$ cat src/rtl/sprite_pkg.sv
// Shared constants for the sprite overlay renderer: register map, attr bit
// positions and pattern row width.
package sprite_pkg;

   localparam int PAT_W = 8;

   localparam logic [3:0] OFF_X    = 4'd8;
   localparam logic [3:0] OFF_Y    = 4'd9;
   localparam logic [3:0] OFF_ATTR = 4'd10;
   localparam logic [3:0] OFF_COLL = 4'd11;

   localparam int ATTR_W     = 3;
   localparam int ATTR_EN    = 0;
   localparam int ATTR_HFLIP = 1;
   localparam int ATTR_VFLIP = 2;

endpackage

$ cat src/rtl/sprite_unit.sv
// One sprite: pattern rows, shadow/active position, attr, and a two-stage
// per-beam opaque pipeline.
module sprite_unit
   import sprite_pkg::*;
#(
   parameter int SPR_H  = 8,
   parameter int HPOS_W = 8,
   parameter int VPOS_W = 7
) (
   input  logic              clk,
   input  logic              rst_n,
   input  logic              we,
   input  logic [3:0]        offset,
   input  logic [7:0]        wdata,
   input  logic              vsync_rise,
   input  logic [HPOS_W-1:0] hpos,
   input  logic [VPOS_W-1:0] vpos,
   output logic              opaque,
   output logic [7:0]        rd_data
);

   localparam int RW = (SPR_H > 1) ? $clog2(SPR_H) : 1;

   logic [PAT_W-1:0]  pat_q [SPR_H];
   logic [PAT_W-1:0]  pat_d [SPR_H];
   logic [HPOS_W-1:0] x_sh_q, x_sh_d, x_q, x_d;
   logic [VPOS_W-1:0] y_sh_q, y_sh_d, y_q, y_d;
   logic [ATTR_W-1:0] attr_q, attr_d;
   logic              hit_q, hit_d, pbit_q, pbit_d, opaque_q, opaque_d;

   logic [HPOS_W-1:0] col;
   logic [VPOS_W-1:0] row;
   logic [2:0]        col_sel;
   logic [RW-1:0]     row_sel;

   always_comb begin
      pat_d  = pat_q;
      x_sh_d = x_sh_q;
      y_sh_d = y_sh_q;
      attr_d = attr_q;
      if (we) begin
         if (int'(offset) < SPR_H) begin
            pat_d[offset[RW-1:0]] = wdata;
         end else begin
            case (offset)
               OFF_X:    x_sh_d = HPOS_W'(wdata);
               OFF_Y:    y_sh_d = VPOS_W'(wdata);
               OFF_ATTR: attr_d = wdata[ATTR_W-1:0];
               default:  ;
            endcase
         end
      end
      // Latch from the post-write shadow so a write on the edge cycle wins.
      x_d = x_q;
      y_d = y_q;
      if (vsync_rise) begin
         x_d = x_sh_d;
         y_d = y_sh_d;
      end
   end

   always_comb begin
      col      = hpos - x_q;
      row      = vpos - y_q;
      hit_d    = attr_q[ATTR_EN] && (col < HPOS_W'(PAT_W)) && (int'(row) < SPR_H);
      col_sel  = attr_q[ATTR_HFLIP] ? (3'd7 - col[2:0]) : col[2:0];
      row_sel  = attr_q[ATTR_VFLIP] ? (RW'(SPR_H - 1) - row[RW-1:0]) : row[RW-1:0];
      pbit_d   = hit_d ? pat_q[row_sel][col_sel] : 1'b0;
      opaque_d = hit_q & pbit_q;
   end

   always_comb begin
      rd_data = '0;
      if (int'(offset) < SPR_H) begin
         rd_data = pat_q[offset[RW-1:0]];
      end else begin
         case (offset)
            OFF_X:    rd_data = 8'(x_sh_q);
            OFF_Y:    rd_data = 8'(y_sh_q);
            OFF_ATTR: rd_data = 8'(attr_q);
            default:  rd_data = '0;
         endcase
      end
   end

   // Pattern storage carries no reset; software loads it before enabling.
   always_ff @(posedge clk) begin
      pat_q <= pat_d;
   end

   always_ff @(posedge clk or negedge rst_n) begin
      if (!rst_n) begin
         x_sh_q   <= '0;
         y_sh_q   <= '0;
         x_q      <= '0;
         y_q      <= '0;
         attr_q   <= '0;
         hit_q    <= 1'b0;
         pbit_q   <= 1'b0;
         opaque_q <= 1'b0;
      end else begin
         x_sh_q   <= x_sh_d;
         y_sh_q   <= y_sh_d;
         x_q      <= x_d;
         y_q      <= y_d;
         attr_q   <= attr_d;
         hit_q    <= hit_d;
         pbit_q   <= pbit_d;
         opaque_q <= opaque_d;
      end
   end

   assign opaque = opaque_q;

endmodule

$ cat src/rtl/sprite_engine.sv
// Multi-sprite overlay: CPU register decode and readback, vsync edge detect,
// lowest-index priority resolve and sprite-to-sprite collision tracking.
module sprite_engine
   import sprite_pkg::*;
#(
   parameter int NUM_SPRITES = 4,
   parameter int SPR_H       = 8,
   parameter int HPOS_W      = 8,
   parameter int VPOS_W      = 7
) (
   input  logic                                            clk,
   input  logic                                            reset,
   input  logic                                            we,
   input  logic [4+$clog2(NUM_SPRITES)-1:0]                address,
   input  logic [7:0]                                      wdata,
   output logic [7:0]                                      rdata,
   input  logic [HPOS_W-1:0]                               hpos,
   input  logic [VPOS_W-1:0]                               vpos,
   input  logic                                            vsync,
   output logic                                            pixel,
   output logic [((NUM_SPRITES > 1) ? $clog2(NUM_SPRITES) : 1)-1:0] pixel_idx
);

   localparam int AW = 4 + $clog2(NUM_SPRITES);
   localparam int IW = (NUM_SPRITES > 1) ? $clog2(NUM_SPRITES) : 1;

   logic [AW-1:0]          spr_sel;
   logic [3:0]             offset;
   logic                   addr_ok;
   logic                   vsync_q, vsync_d, vsync_rise;
   logic [NUM_SPRITES-1:0] unit_we, opaque_vec, coll_hit;
   logic [NUM_SPRITES-1:0] coll_live_q, coll_live_d, coll_frame_q, coll_frame_d;
   logic [7:0]             unit_rd [NUM_SPRITES];
   logic [7:0]             rdata_q, rdata_d;

   assign spr_sel    = address >> 4;
   assign offset     = address[3:0];
   assign addr_ok    = int'(spr_sel) < NUM_SPRITES;
   assign vsync_d    = vsync;
   assign vsync_rise = vsync & ~vsync_q;

   for (genvar i = 0; i < NUM_SPRITES; i++) begin : g_spr
      assign unit_we[i] = we && addr_ok && (spr_sel == AW'(i));

      sprite_unit #(
         .SPR_H  (SPR_H),
         .HPOS_W (HPOS_W),
         .VPOS_W (VPOS_W)
      ) u_spr (
         .clk        (clk),
         .rst_n      (reset),
         .we         (unit_we[i]),
         .offset     (offset),
         .wdata      (wdata),
         .vsync_rise (vsync_rise),
         .hpos       (hpos),
         .vpos       (vpos),
         .opaque     (opaque_vec[i]),
         .rd_data    (unit_rd[i])
      );
   end

   always_comb begin
      pixel     = |opaque_vec;
      pixel_idx = '0;
      for (int i = NUM_SPRITES - 1; i >= 0; i--) begin
         if (opaque_vec[i]) pixel_idx = IW'(i);
      end
   end

   // Edge-cycle hits are folded into the frame snapshot before the clear.
   always_comb begin
      coll_hit = '0;
      for (int i = 0; i < NUM_SPRITES; i++) begin
         coll_hit[i] = opaque_vec[i] &&
                       ((opaque_vec & ~(NUM_SPRITES'(1) << i)) != '0);
      end
      coll_live_d  = coll_live_q | coll_hit;
      coll_frame_d = coll_frame_q;
      if (vsync_rise) begin
         coll_frame_d = coll_live_d;
         coll_live_d  = '0;
      end
   end

   always_comb begin
      rdata_d = '0;
      for (int i = 0; i < NUM_SPRITES; i++) begin
         if (addr_ok && (spr_sel == AW'(i))) begin
            rdata_d = unit_rd[i];
            if (offset == OFF_COLL) rdata_d = {7'd0, coll_frame_q[i]};
         end
      end
   end

   always_ff @(posedge clk or negedge reset) begin
      if (!reset) begin
         vsync_q      <= 1'b0;
         coll_live_q  <= '0;
         coll_frame_q <= '0;
         rdata_q      <= '0;
      end else begin
         vsync_q      <= vsync_d;
         coll_live_q  <= coll_live_d;
         coll_frame_q <= coll_frame_d;
         rdata_q      <= rdata_d;
      end
   end

   assign rdata = rdata_q;

endmodule

$ cat config.mk
export PLATFORM = sky130hd
export DESIGN_NAME = sprite_engine
export DESIGN_NICKNAME = d
export VERILOG_FILES = /design/src/rtl/sprite_pkg.sv /design/src/rtl/sprite_unit.sv /design/src/rtl/sprite_engine.sv
export SDC_FILE = /design/constraint.sdc
export NUM_CORES = 1
export LEC_CHECK = 0
export BUFFER_PORTS_ARGS = -buffer_cell sky130_fd_sc_hd__buf_2
export CAP_MARGIN = 20
export CORE_MARGIN = 10
export CORE_UTILIZATION = 65
export CTS_CLUSTER_DIAMETER = 40
export CTS_CLUSTER_SIZE = 14
export DETAILED_ROUTE_END_ITERATION = 16
export GPL_ROUTABILITY_DRIVEN = 0
export PLACE_DENSITY_LB_ADDON = 0.25
export SLEW_MARGIN = 20
export SYNTH_ARGS = -nofsm -noshare
export SYNTH_HDL_FRONTEND = slang
export SYNTH_SLANG_ARGS = --single-unit
$ cat constraint.sdc
create_clock -name clk -period 7.1 [get_ports clk]
set_clock_uncertainty 0.2 [all_clocks]
set_input_delay 0.71 -clock clk [delete_from_list [all_inputs] [get_ports clk]]
set_output_delay 0.71 -clock clk [all_outputs]
set_load 0.01 [all_outputs]
Word-level counts from Yosys, hierarchy flattened. Index checks and enable logic that the tools add are counted.

Bits in registers: 417. Bits in latches: 0. Memory bits (writable): 0. Memory bits (read-only): 0. Input bits: 33. Output and inout bits: 11. Logic and storage cells: 255. Memories kept: 0.

Add/sub/neg operators: 16. Multipliers: 0. Divide/modulo/power cells: 0. Magnitude comparators: 20. Equality and inequality tests: 7. Shift operators: 0. Muxes and demuxes: 95. Bitwise operators: 13. Reductions and logical operators: 36.

Operator list (number): two-way mux 8 bit (41); bitwise mux 64 bit (4); binary-select mux 8 bit (select 3 bit) (8); one-hot mux 8 bit (3 select lines) (4); two-way mux 7 bit (12); less-than comparator 8 x 4 -> 1 bit (second input constant) (4); subtractor 8 bit (4); less-than comparator 7 x 4 -> 1 bit (second input constant) (4); subtractor 7 bit (4); demux 8 bit (select 3 bit) (1); two-way mux 3 bit (8); subtractor 3 bit (first input constant) (8); logical AND 1 bit (22); greater-or-equal comparator 4 bit (second input constant) (5); inverter 3 -> 4 bit (5); equality test 4 bit (second input constant) (4); less-than comparator 3 x 4 -> 1 bit (second input constant) (4); nonzero test 4 bit (4); binary-select mux 1 bit (select 3 bit) (4); AND reduction 3 bit (4); two-way mux 1 bit (8); two-way mux 2 bit (4); AND reduction 2 bit (4); zero test 6 bit (1); other kinds (10) (16).

Logic depth before layout (Yosys ltp).
Word-level depth: 10. Mapped depth: 15. Gate-level depth less buffers: 12.

Hierarchy. From an unflattened synthesis, not the netlist that was laid out.

Cells, all modules: 1978. Area, all modules: 24360.9 um^2.

By module, submodules not included: sprite_unit (g_spr[2].u_spr) (times used 1, cells each 485, area each 5889.4 um^2, sequential area each 2822.7 um^2); sprite_unit (g_spr[0].u_spr) (times used 1, cells each 480, area each 5880.6 um^2, sequential area each 2822.7 um^2); sprite_unit (g_spr[3].u_spr) (times used 1, cells each 461, area each 5860.6 um^2, sequential area each 2822.7 um^2); sprite_unit (g_spr[1].u_spr) (times used 1, cells each 479, area each 5825.6 um^2, sequential area each 2822.7 um^2); sprite_engine (times used 1, cells each 73, area each 904.6 um^2, sequential area each 425.4 um^2).

Worst setup path after synthesis. Ideal clock, no wire load.

Path kind: input -> register. From: input port vpos[0]. To: register g_spr[3].u_spr.pbit_q. Setup time: 0.126 ns. Arrival: 3.503 ns. Data required time: 6.774 ns. Path slack: 3.271 ns. Stages on the path: 11. Path buffers: 1. Path through: inv_1 > ha_1 > inv_1 > fa_1 > clkbuf_1 > mux4_2 > mux4_2 > mux2_2 > nand3_1 > a31oi_1 > o311a_1.

Longest elaborated chain between the ends: 10. Elaborated cells on any way between the ends: 12. Classes of those cells: add/sub: 2; order compare: 1; mux: 7; bitwise: 1; reduce/logical: 1.

Ends and longest elaborated chain: start, declared (RTL line sprite_engine.sv:18) `input logic [VPOS_W-1:0] vpos,`; subtractor 7 bit * (RTL line sprite_unit.sv:64) `row = vpos - y_q;`; subtractor 3 bit (RTL line sprite_unit.sv:67) `row_sel = attr_q[ATTR_VFLIP] ? (RW'(SPR_H - 1) - row[RW-1:0]) : row[RW-1:0];`; two-way mux 3 bit (RTL line sprite_unit.sv:67); inverter 3 -> 4 bit (not written as such) (RTL line sprite_unit.sv:68) `pbit_d = hit_d ? pat_q[row_sel][col_sel] : 1'b0;`; binary-select mux 8 bit (select 3 bit) (RTL line sprite_unit.sv:68); two-way mux 8 bit (not written as such) (2 in series) (RTL line sprite_unit.sv:68); binary-select mux 1 bit (select 3 bit) (RTL line sprite_unit.sv:68); two-way mux 1 bit (not written as such) (RTL line sprite_unit.sv:68); two-way mux 1 bit * (RTL line sprite_unit.sv:68); named net g_spr[3].u_spr.pbit_d (RTL line sprite_unit.sv:29) `logic hit_q, hit_d, pbit_q, pbit_d, opaque_q, opaque_d;`; end signal, assigned (RTL line sprite_unit.sv:108) `pbit_q <= pbit_d;`; end, declared (RTL line sprite_unit.sv:29).

Mark *: on every way through the listed nets, which the timed path passes. The rest lies on a longest branch. The select of a mux whose other input is x is not followed. A chain may end at the register's enable or synchronous reset.

Worst setup path after layout.
From: input port vpos[0]. To: register g_spr[1].u_spr.pbit_q.

Longest elaborated chain between the ends: 10. Elaborated cells on any way between the ends: 12. Classes of those cells: add/sub: 2; order compare: 1; mux: 7; bitwise: 1; reduce/logical: 1.

Ends and longest elaborated chain (RTL line): subtractor 7 bit * (sprite_unit.sv:64); subtractor 3 bit (sprite_unit.sv:67); two-way mux 3 bit (sprite_unit.sv:67); inverter 3 -> 4 bit (not written as such) (sprite_unit.sv:68); binary-select mux 8 bit (select 3 bit) (sprite_unit.sv:68); two-way mux 8 bit (not written as such) (2 in series) (sprite_unit.sv:68); binary-select mux 1 bit (select 3 bit) (sprite_unit.sv:68); two-way mux 1 bit (not written as such) (sprite_unit.sv:68); two-way mux 1 bit * (sprite_unit.sv:68); named net g_spr[1].u_spr.pbit_d (sprite_unit.sv:29); end signal, assigned (sprite_unit.sv:108); end, declared (sprite_unit.sv:29).

Marks and branches as above.

==> reports/results.txt <==
In the final layout, the multi-input gates occupy 10890 µm². Entering global routing, the biggest net connects 109 pins. The logs give -0.01826 ns for the worst slack on hold paths and 72.19% for the final core utilization. The remaining global-route overflow was 0. The tools report the number of maximum-capacitance constraint violations as 0.

The number of routed nets with antenna violations is 0. IR analysis of the VDD net gives a maximum drop of 0.2480 mV. Post-CTS repair changed the size of 0 cells. Ranked by instance count, the synthesized netlist is headed by 256 x edfxtp_1, 199 x mux4_2, 161 x dfrtp_1. The routed design has 62850 µm of wire.

The switching power total is 2.174 mW. Counting both buffers and inverters, the worst setup path holds a total of 3. For the worst setup path, the data required time is 7.37 ns. In the synthesized netlist the dominant register cell turns out to be edfxtp_1.

The clock period minus worst slack was 4.193 ns; the number of clock sinks was 417. For this run, the detailed router's first-pass iteration total came to 6. The clock network accounts for 37.9% of the total power. The netlist uses 70 different library cells. The analysis attributes to cell leakage a power of 9.675 nW. The count of hold-fix buffers inserted at cts is 0.

TritonCTS built the clock tree. In the post-synthesis netlist, the biggest area contributors are edfxtp_1 33%, mux4_2 19%, dfrtp_1 17%. At the end of the flow, the number of nets in the layout was 1789. The logs give 7.311 mW for the total power and 43960 µm² for the die outline area.

The initial antenna violation count was 1; the clock slew seen by the registers of the worst setup and hold paths was 0.06 ns. Setup violations remaining at the end of the flow were counted as 0. The yosys synthesis warning count is 0. The logs give 5.138 mW for the internal power contribution and 6 for the final hold violation count. The number of buffers added by the clock tree synthesis step was 55. In the final routed layout, each cell accounts on average for 28.59 µm. The root buffer cell chosen for the clock tree is clkbuf_16. The finished cells cover 25680 µm². The synthesized area was 23380 µm². Slowest stage cell on the critical path: xnor3_1. The final cycle utilization of the critical path came out at 59.06%. For the total half-perimeter wirelength after legalization and detailed placement, the log shows 40200 µm.

Per report_power, the combinational group accounts for 24.2% of the total. The initialized floorplan defines 69 standard-cell rows. The logs give 2221 for the filler cell count and 4.46 ns for the data arrival time at the worst-slack endpoint. Relative to the synthesized area, the layout overhead comes to 9.809%. The proportion of netlist area held by the largest area contributor is 32.88%, and the register area is 11720 µm².

The number of violations reported at the end of detailed-routing iteration 0 was 2035. The checks that failed: negative hold slack. The headroom to the max-slew limit was 22.32%; the die extent in x was 209.7 µm.

On the worst path, the slowest cell contributes a delay of 1.05 ns. The first global-routing pass estimated 96020 µm of wire. The cell taking the most area after synthesis is edfxtp_1.

The net count after synthesis is 1773, and the share of synthesized registers carrying an async set or reset is 38.61%. Once the floorplan was initialized, standard cells occupied 65.74% of the core. In this run, flip-flops and latches consume 38.0% of the power. The critical path start-end classification is in2reg. The tools report the buffer count from post-CTS setup fixing as 0. In this run the number of H-tree levels came out at 2. The number of placed instances, taps included, is 2096. In the final layout, the share of cells above drive strength 1 is 25.50%. Counting buffers and inverters, the worst setup path is 13 cells deep. Leaving out filler cells and counting taps, the final layout contains 2198. Synthesis handed over a netlist of 1676 instances. The class of the worst hold path was in2async. Worst setup margin: 2.907 ns.

The core box area is 35570 µm². After detailed routing, the number of remaining DRC violations is 0. The total power density per cell area is 284.8 nW/µm².

The kind of cell with the highest combined delay along the critical path is compound AO/OA/AOI/OAI gates. The die is 209.7 µm tall. Traced cell by cell, the critical path runs through buf_2 -> inv_1 -> ha_1 -> inv_1 -> fa_1 -> xnor3_1 -> and2b_1 -> a211oi_1 -> a21oi_1 -> mux2i_1 -> mux2i_1 -> a311o_1 -> o41a_1. At the placement stage, the worst setup path has a slack of 2.370 ns. For the clock latency at the later pin of the worst-skew pair, the log shows 0.60 ns.

The type of element capturing the critical path is a register. Port buffering added 43 buffers. 0 antenna diodes ended up in the layout. The maximum fanout along the worst path was 20. Counting flops and latches in the post-synthesis netlist gives 417. The average footprint of a synthesized cell came out at 13.95 µm². The tools report the startpoint kind of the worst setup timing path as an input pin. The switching part of the total came out at 29.73%.

The run finished, with violations left. Summed over all failing endpoints, the final setup total negative slack is 0 ns. Overall routing resource usage: 28.76%. For the total cell area at the placement stage, the log shows 23820 µm². The pin slew with the least headroom to its limit is 1.161 ns.

The routed layout has 15.64k vias. The clock passes through at most 3 buffers. The number of cells on the worst reg-to-reg path came out at 11. Timing would allow up to 0.2385 GHz.

By instance count, the leading cell after synthesis is edfxtp_1. Yosys mapped a number of flops with a built-in enable equal to 256. Sequential elements use 50.11% of the synthesized area. The number of global-route vias before repair is 15.61k, and the count of final max-slew check failures is 0. Per-cell via count in the routed design: 7.113. In this run the count of I/O pins placed on the die edge is 44. Setup repair after global routing left no endpoint under its margin.
layout make-up:
cell class	count	area share (%)
multi-input combinational	1081	42.42
timing repair buffer	58	1.321
tap	461	2.246
clock inverter	37	1.467
inverter	79	1.155
clock buffer	65	5.750
sequential	417	45.64
flip-flops by register name (all words and copies together) (netlist names):
register,count
coll_frame_q,4
coll_live_q,4
g_spr.u_spr.attr_q,12
g_spr.u_spr.hit_q,4
g_spr.u_spr.opaque,4
g_spr.u_spr.pat_q,256
g_spr.u_spr.pbit_q,4
g_spr.u_spr.x_q,32
g_spr.u_spr.x_sh_q,32
g_spr.u_spr.y_q,28
g_spr.u_spr.y_sh_q,28
rdata,8
vsync_q,1
per-layer routing:
metal,routed length [µm],vias up,track usage (%)
li1,-,6562,-
met1,23640,7894,39.21
met2,28870,1000,43.49
met3,7372,179,7.216
met4,2962,0,12.40
met5,0,-,0
worst reg2reg max path: stages, from the launching register on:
cell and delay (ns):
dfrtp_1 0.35, ha_1 0.15, inv_1 0.06, fa_1 0.39, xnor3_1 1.05, and2b_1 0.28
a211oi_1 0.23, a21oi_1 0.08, mux2i_1 0.21, mux2i_1 0.11, a311o_1 0.36, o41a_1 0.41
power groups by stage:
stage	Clock, mW	Sequential, mW	Combinational (mW)
floorplan	0	2.79	1.36
global placement	0	2.81	1.66
detailed placement	0	2.82	1.72
CTS	2.79	2.78	1.75
global route	2.90	2.79	1.90
finish	2.77	2.78	1.77
kinds of logic (layout without fill, tap and decap cells):
family	after synthesis	after routing	share of synthesized area, %
AOI/OAI and AO/OA	256	256	6.641
xor gates and xnor gates	38	38	1.702
adders and majority gates	64	64	3.681
buffers and inverters	178	239	3.393
DFF	417	417	50.11
muxes	387	387	28.17
and+or+nand+nor	336	336	6.309
layout by cell type, fill, tap and decap left out, drive strengths merged, types with 23 or more instances in the layout:
cell	instances
buf	58
edfxtp	256
ha	56
nand2	149
clkbuf	65
mux2	87
mux4	206
a21oi	63
inv	89
nor2	94
xnor2	23
dfrtp	161
o21ai	93
mux2i	94
final timing paths:
check,from,to,slack (ns)
min in group clk,vsync,vsync_q,0.04
worst min register to register,coll_live_q[0],coll_live_q[0],0.28
worst min-delay path,reset,g_spr[1].u_spr.x_q[3],-0.02
max in group asynchronous,reset,g_spr[0].u_spr.y_q[3],5.25
worst max-delay path,vpos[0],g_spr[1].u_spr.pbit_q,2.91
worst max register to register,g_spr[1].u_spr.y_q[0],g_spr[1].u_spr.pbit_q,3.10
Power figures use the tool's default switching activity.
